**config.mk**
```make
export PLATFORM = sky130hd
export DESIGN_NAME = imem_loader
export DESIGN_NICKNAME = d
export VERILOG_FILES = /design/src/rtl/imem_loader.sv
export SDC_FILE = /design/constraint.sdc
export NUM_CORES = 1
export LEC_CHECK = 0
export BUFFER_PORTS_ARGS = -buffer_cell sky130_fd_sc_hd__buf_2
export CAP_MARGIN = 20
export CELL_PAD_IN_SITES_DETAIL_PLACEMENT = 1
export CELL_PAD_IN_SITES_GLOBAL_PLACEMENT = 2
export CORE_MARGIN = 2
export CORE_UTILIZATION = 35
export CTS_BUF_LIST = sky130_fd_sc_hd__clkbuf_16
export DETAILED_ROUTE_END_ITERATION = 10
export HOLD_SLACK_MARGIN = 0.06
export PLACE_DENSITY_LB_ADDON = 0.1
export SLEW_MARGIN = 0
export SYNTH_ARGS = -nofsm -noshare
export SYNTH_HDL_FRONTEND = slang
export SYNTH_SLANG_ARGS = --single-unit
```
**constraint.sdc**
```tcl
create_clock -name clk -period 3.97 [get_ports clk]
set_input_delay 0.5955 -clock clk [delete_from_list [all_inputs] [get_ports clk]]
set_output_delay 0.5955 -clock clk [all_outputs]
set_load 0.005 [all_outputs]
```
**src/rtl/imem_loader.sv**
```systemverilog
// rtl/imem_loader.sv - byte-stream instruction memory loader with core reset hold
module imem_loader #(
   parameter int MAX_WORDS  = 16,
   parameter int ADDR_WIDTH = 32
) (
   input  logic                  clk,
   input  logic                  rst_n,
   input  logic                  start,
   input  logic [7:0]            in_data,
   input  logic                  in_valid,
   output logic                  in_ready,
   output logic                  wr_en,
   output logic [ADDR_WIDTH-1:0] wr_addr,
   output logic [31:0]           wr_data,
   output logic [15:0]           words_loaded,
   output logic                  busy,
   output logic                  done,
   output logic                  error,
   output logic                  cpu_rst_n
);

   typedef enum logic [2:0] {
      S_IDLE,
      S_LEN_LO,
      S_LEN_HI,
      S_DATA,
      S_WRITE,
      S_DONE,
      S_ERROR
   } state_t;

   state_t      state;
   state_t      state_nxt;
   logic [15:0] n_words;
   logic [1:0]  byte_idx;
   logic        xfer;
   logic [15:0] len_full;

   assign xfer     = in_valid & in_ready;
   // Length as it will be once the high byte in flight is latched.
   assign len_full = {in_data, n_words[7:0]};

   // State register.
   always_ff @(posedge clk or negedge rst_n) begin
      if (!rst_n) begin
         state <= S_IDLE;
      end else begin
         state <= state_nxt;
      end
   end

   // Next-state and status outputs; every output is a pure function of state.
   always_comb begin
      state_nxt = state;
      in_ready  = 1'b0;
      wr_en     = 1'b0;
      busy      = 1'b0;
      done      = 1'b0;
      error     = 1'b0;
      cpu_rst_n = 1'b0;
      case (state)
         S_IDLE: begin
            if (start) state_nxt = S_LEN_LO;
         end
         S_LEN_LO: begin
            in_ready = 1'b1;
            busy     = 1'b1;
            if (in_valid) state_nxt = S_LEN_HI;
         end
         S_LEN_HI: begin
            in_ready = 1'b1;
            busy     = 1'b1;
            if (in_valid) begin
               if (len_full == 16'd0)                   state_nxt = S_DONE;
               else if (len_full > 16'(MAX_WORDS))      state_nxt = S_ERROR;
               else                                     state_nxt = S_DATA;
            end
         end
         S_DATA: begin
            in_ready = 1'b1;
            busy     = 1'b1;
            if (in_valid && byte_idx == 2'd3) state_nxt = S_WRITE;
         end
         S_WRITE: begin
            wr_en = 1'b1;
            busy  = 1'b1;
            if (words_loaded + 16'd1 == n_words) state_nxt = S_DONE;
            else                                 state_nxt = S_DATA;
         end
         S_DONE: begin
            done      = 1'b1;
            cpu_rst_n = 1'b1;
            if (start) state_nxt = S_LEN_LO;
         end
         S_ERROR: begin
            error = 1'b1;
            if (start) state_nxt = S_LEN_LO;
         end
         default: state_nxt = S_IDLE;
      endcase
   end

   // Datapath: length capture, little-endian word assembly, address and count.
   always_ff @(posedge clk or negedge rst_n) begin
      if (!rst_n) begin
         n_words      <= 16'd0;
         byte_idx     <= 2'd0;
         wr_addr      <= '0;
         wr_data      <= 32'd0;
         words_loaded <= 16'd0;
      end else begin
         case (state)
            S_IDLE, S_DONE, S_ERROR: begin
               if (start) begin
                  words_loaded <= 16'd0;
                  wr_addr      <= '0;
                  byte_idx     <= 2'd0;
               end
            end
            S_LEN_LO: begin
               if (xfer) n_words[7:0] <= in_data;
            end
            S_LEN_HI: begin
               if (xfer) n_words[15:8] <= in_data;
            end
            S_DATA: begin
               if (xfer) begin
                  wr_data[{byte_idx, 3'b000} +: 8] <= in_data;
                  byte_idx                         <= byte_idx + 2'd1;
                  // Address is set from the count of completed words, so it
                  // never runs past the last word written.
                  if (byte_idx == 2'd3) wr_addr <= ADDR_WIDTH'(words_loaded) << 2;
               end
            end
            S_WRITE: begin
               words_loaded <= words_loaded + 16'd1;
            end
            default: ;
         endcase
      end
   end

endmodule

```
==> impl_results.md <==
* Outcome: finished, final reports clean
* Post-synthesis sequential area ratio at 47.2%
* Yosys warns at 0
* Via count at 3,803
* Placer's final routability congestion estimate at ~0.80
* VDD IR max at 0.276 mV
* Initial antenna violation count at 0
* Finished Layout Cells at between 700 and 800
* Final period util at between 60% and 70%
* Mapped cell area at 0.00451 mm^2
* GR Overflow Total at 0
* Pins Over Slew Limit at 0
* Setup bufs post-CTS at 0
* Nets at 590
* Max_cap viols at 0
* Starting Density at between 30 and 40%
* Pwr Density at 584 mW/mm^2
* H-tree Lvls at 3
* Gate Count Post-Synth at a little over 500
* Total GRT Usage at 18.9%
* Critical path's largest stage delay at 0.50 ns
* Detailed Route Iter0 Violations at around 170
* Worst Max-Slew Pin Slew at roughly 1.0 ns
* Post-synth EDFFs at 0
* CP Capture Type: flop
* Largest net degree at the start of global routing at 56
* Largest cells by area after synthesis: dfrtp_1 (47%), nand2_1 (10%), o21ai_0 (8.4%), mux2_2 (4.2%), buf_4 (3.2%)
* Die width at between 100 and 150 um
* Layout cells sized above 1 at a little over a fifth
* Pleak at approximately 2.5 nW
* Crit start category: flop
* Vias in the first global route at 3,849
* Total I/O pin count at 98
* Synth Flop Type: dfrtp_1
* Yosys cell types at 50
* Worst-case clock buffer depth at 2
* Worst-path fanout max at 8
* HP Class: input pin to asynchronous set/reset pin
* CP top delay family: simple AND/OR/NAND/NOR gates
* FFs w/ async S/R, synth at between 90% and 100%
* Post-Syn Area per Cell at between 8 and 9 um^2
* First-pass detailed-route iteration total at 4
* First-pass GRT wire length at slightly above 20,000 um
* Synth top area share at 47.2%
* RSZ-0062 raised after global routing: no
* Layout Area Growth over Synthesis at 17.0%
* Post-DP HPWL at 9130 um
* Highest-count cells in the layout ignoring fill and taps: nand2_1 (120), dfrtp_1 (85), buf_2 (80)
* Routed Antenna Nets at 0
* Die Height at around 120 um
* IO Port Bufs at a little over 80
* Setup TNS at 0 ns
* Core ar. at 0.0126 mm^2
* Largest area contributor in the netlist: dfrtp_1
* Skew final at about 0.006 ns
* Post-layout util at 41.8%
* Rows at roughly 40
* Max Freq at between 300 and 400 MHz
* Placed cells at 730
* Crit path buf inv count at 0
* Hold Buf Count CTS at 0
* Num CTS Buffers at 9
* DRC viols at 0
* Final count of hold timing violations at 0
* Die area at about 0.014 mm^2
* Clock Sinks at 85
* CTS tree: yes
* Post_cts resized at 0
* Final critical-path required period at around 2.5 ns
* CP required at approximately 4.2 ns
* Critical path type: flop to flop
* WL final at about 13,000 um
* Slew headroom at approximately a third
* Clock root buffer: clkbuf_16
* Crit-path cells: ha_1 > nand4_2 > nor3_1 > xnor2_1 > and3_1 > o2111ai_1 > o31a_1
* #FFs+latches synth at 85
* Via/cell ratio at just over 5
* Clk pin slew, worst setup/hold paths at 0.06 ns
* Crit path max-delay cell type: nor3_1
* Antenna cells at 0
* Most common cell after layout, fill and taps aside: nand2_1
* CP Data Arrival Time at approximately 2.8 ns
* Final setup fails at 0
* Latest clock arrival within the worst-skew pair at 0.34 ns
* WL/cell at approximately 17 um
## flip-flops by register name (all words and copies together), names as in the netlist
register,flops
byte_idx,2
words_loaded,16
n_words,16
wr_addr,16
wr_data,32
state,3
## Yosys cell counts (3+ instances only)
master / instances
and3_1: 8
nor2_1: 24
nor3_1: 8
mux2_2: 17
a22oi_1: 3
nor3b_1: 3
nand2b_1: 8
o31ai_1: 8
ha_1: 7
dfrtp_1: 85
nor4_1: 3
xor2_1: 9
nand3_1: 10
buf_2: 6
buf_4: 19
xnor2_1: 15
o21ai_0: 76
a21oi_1: 5
nand2_1: 120
inv_1: 9
nand4_1: 5
nor2b_1: 3
clkbuf_1: 17
## report_power, final
part	switching (mW)	internal (mW)
clock network	0.341	0.478
logic	0.596	0.449
registers	0.188	1.02
total	1.13	1.95
## final timing paths
kind	from	end	slack, ns	cells past startpoint
min	rst_n	wr_addr[2]$_DFFE_PN0P_	0.31	1
max reg2reg	words_loaded[0]$_DFFE_PN0P_	state[1]$_DFFE_PN0P_	1.43	7
max in group asynchronous	rst_n	wr_addr[10]$_DFFE_PN0P_	2.79	2
min reg2reg	wr_addr[17]$_DFFE_PN0P_	wr_addr[17]$_DFFE_PN0P_	0.48	2
min in group clk	wr_addr[17]$_DFFE_PN0P_	wr_addr[17]$_DFFE_PN0P_	0.48	2
max	words_loaded[0]$_DFFE_PN0P_	state[1]$_DFFE_PN0P_	1.43	7
## worst reg2reg max path, stage by stage, from the launching register on
cell,delay (ns)
dfrtp_1,0.47
ha_1,0.35
nand4_2,0.23
nor3_1,0.50
xnor2_1,0.17
and3_1,0.16
o2111ai_1,0.19
o31a_1,0.35
## metrics by stage
stage	setup WS (ns)	power [mW]	hold WS, ns	instance area, um^2
after global placement	1.41	2.22	0.456	4970
after global routing	1.28	3.30	0.351	5270
after CTS	1.30	3.10	0.329	5250
after floorplan	1.83	1.93	0.300	4560
after detailed placement	1.31	2.25	0.468	4970
final	1.43	3.08	0.307	5270
## final cells by class
class / count / area [um^2]
Tap cell: 172 / 215
Timing Repair Buffer: 86 / 453
Clock inverter: 6 / 56.3
Clock buffer: 9 / 225
Fill cell: 1550 / 7350
Multi-Input combinational cell: 380 / 2160
Inverter: 9 / 33.8
Sequential cell: 85 / 2130
## cell families (layout without fill, tap and decap cells)
kind of cell	count (synthesis)	count (layout)	synth area share [%]
flops	85	85	47.2
simple gates	203	203	20.9
compound gates	111	111	14.3
buf+inv	53	110	6.17
mux	18	18	4.47
other cells	1	16	0.0832
xor+xnor	24	24	4.67
fa+ha+maj	8	8	2.17
## per-layer routing
| metal | wire, um | track usage [%] | up-vias |
|---|---|---|---|
| li1 | - | - | 1822 |
| met1 | 5800 | 24.3 | 1874 |
| met2 | 6030 | 31.1 | 85 |
| met3 | 479 | 3.73 | 22 |
| met4 | 371 | 8.28 | 0 |
| met5 | 0 | 0 | - |
Power figures use the tool's default switching activity.
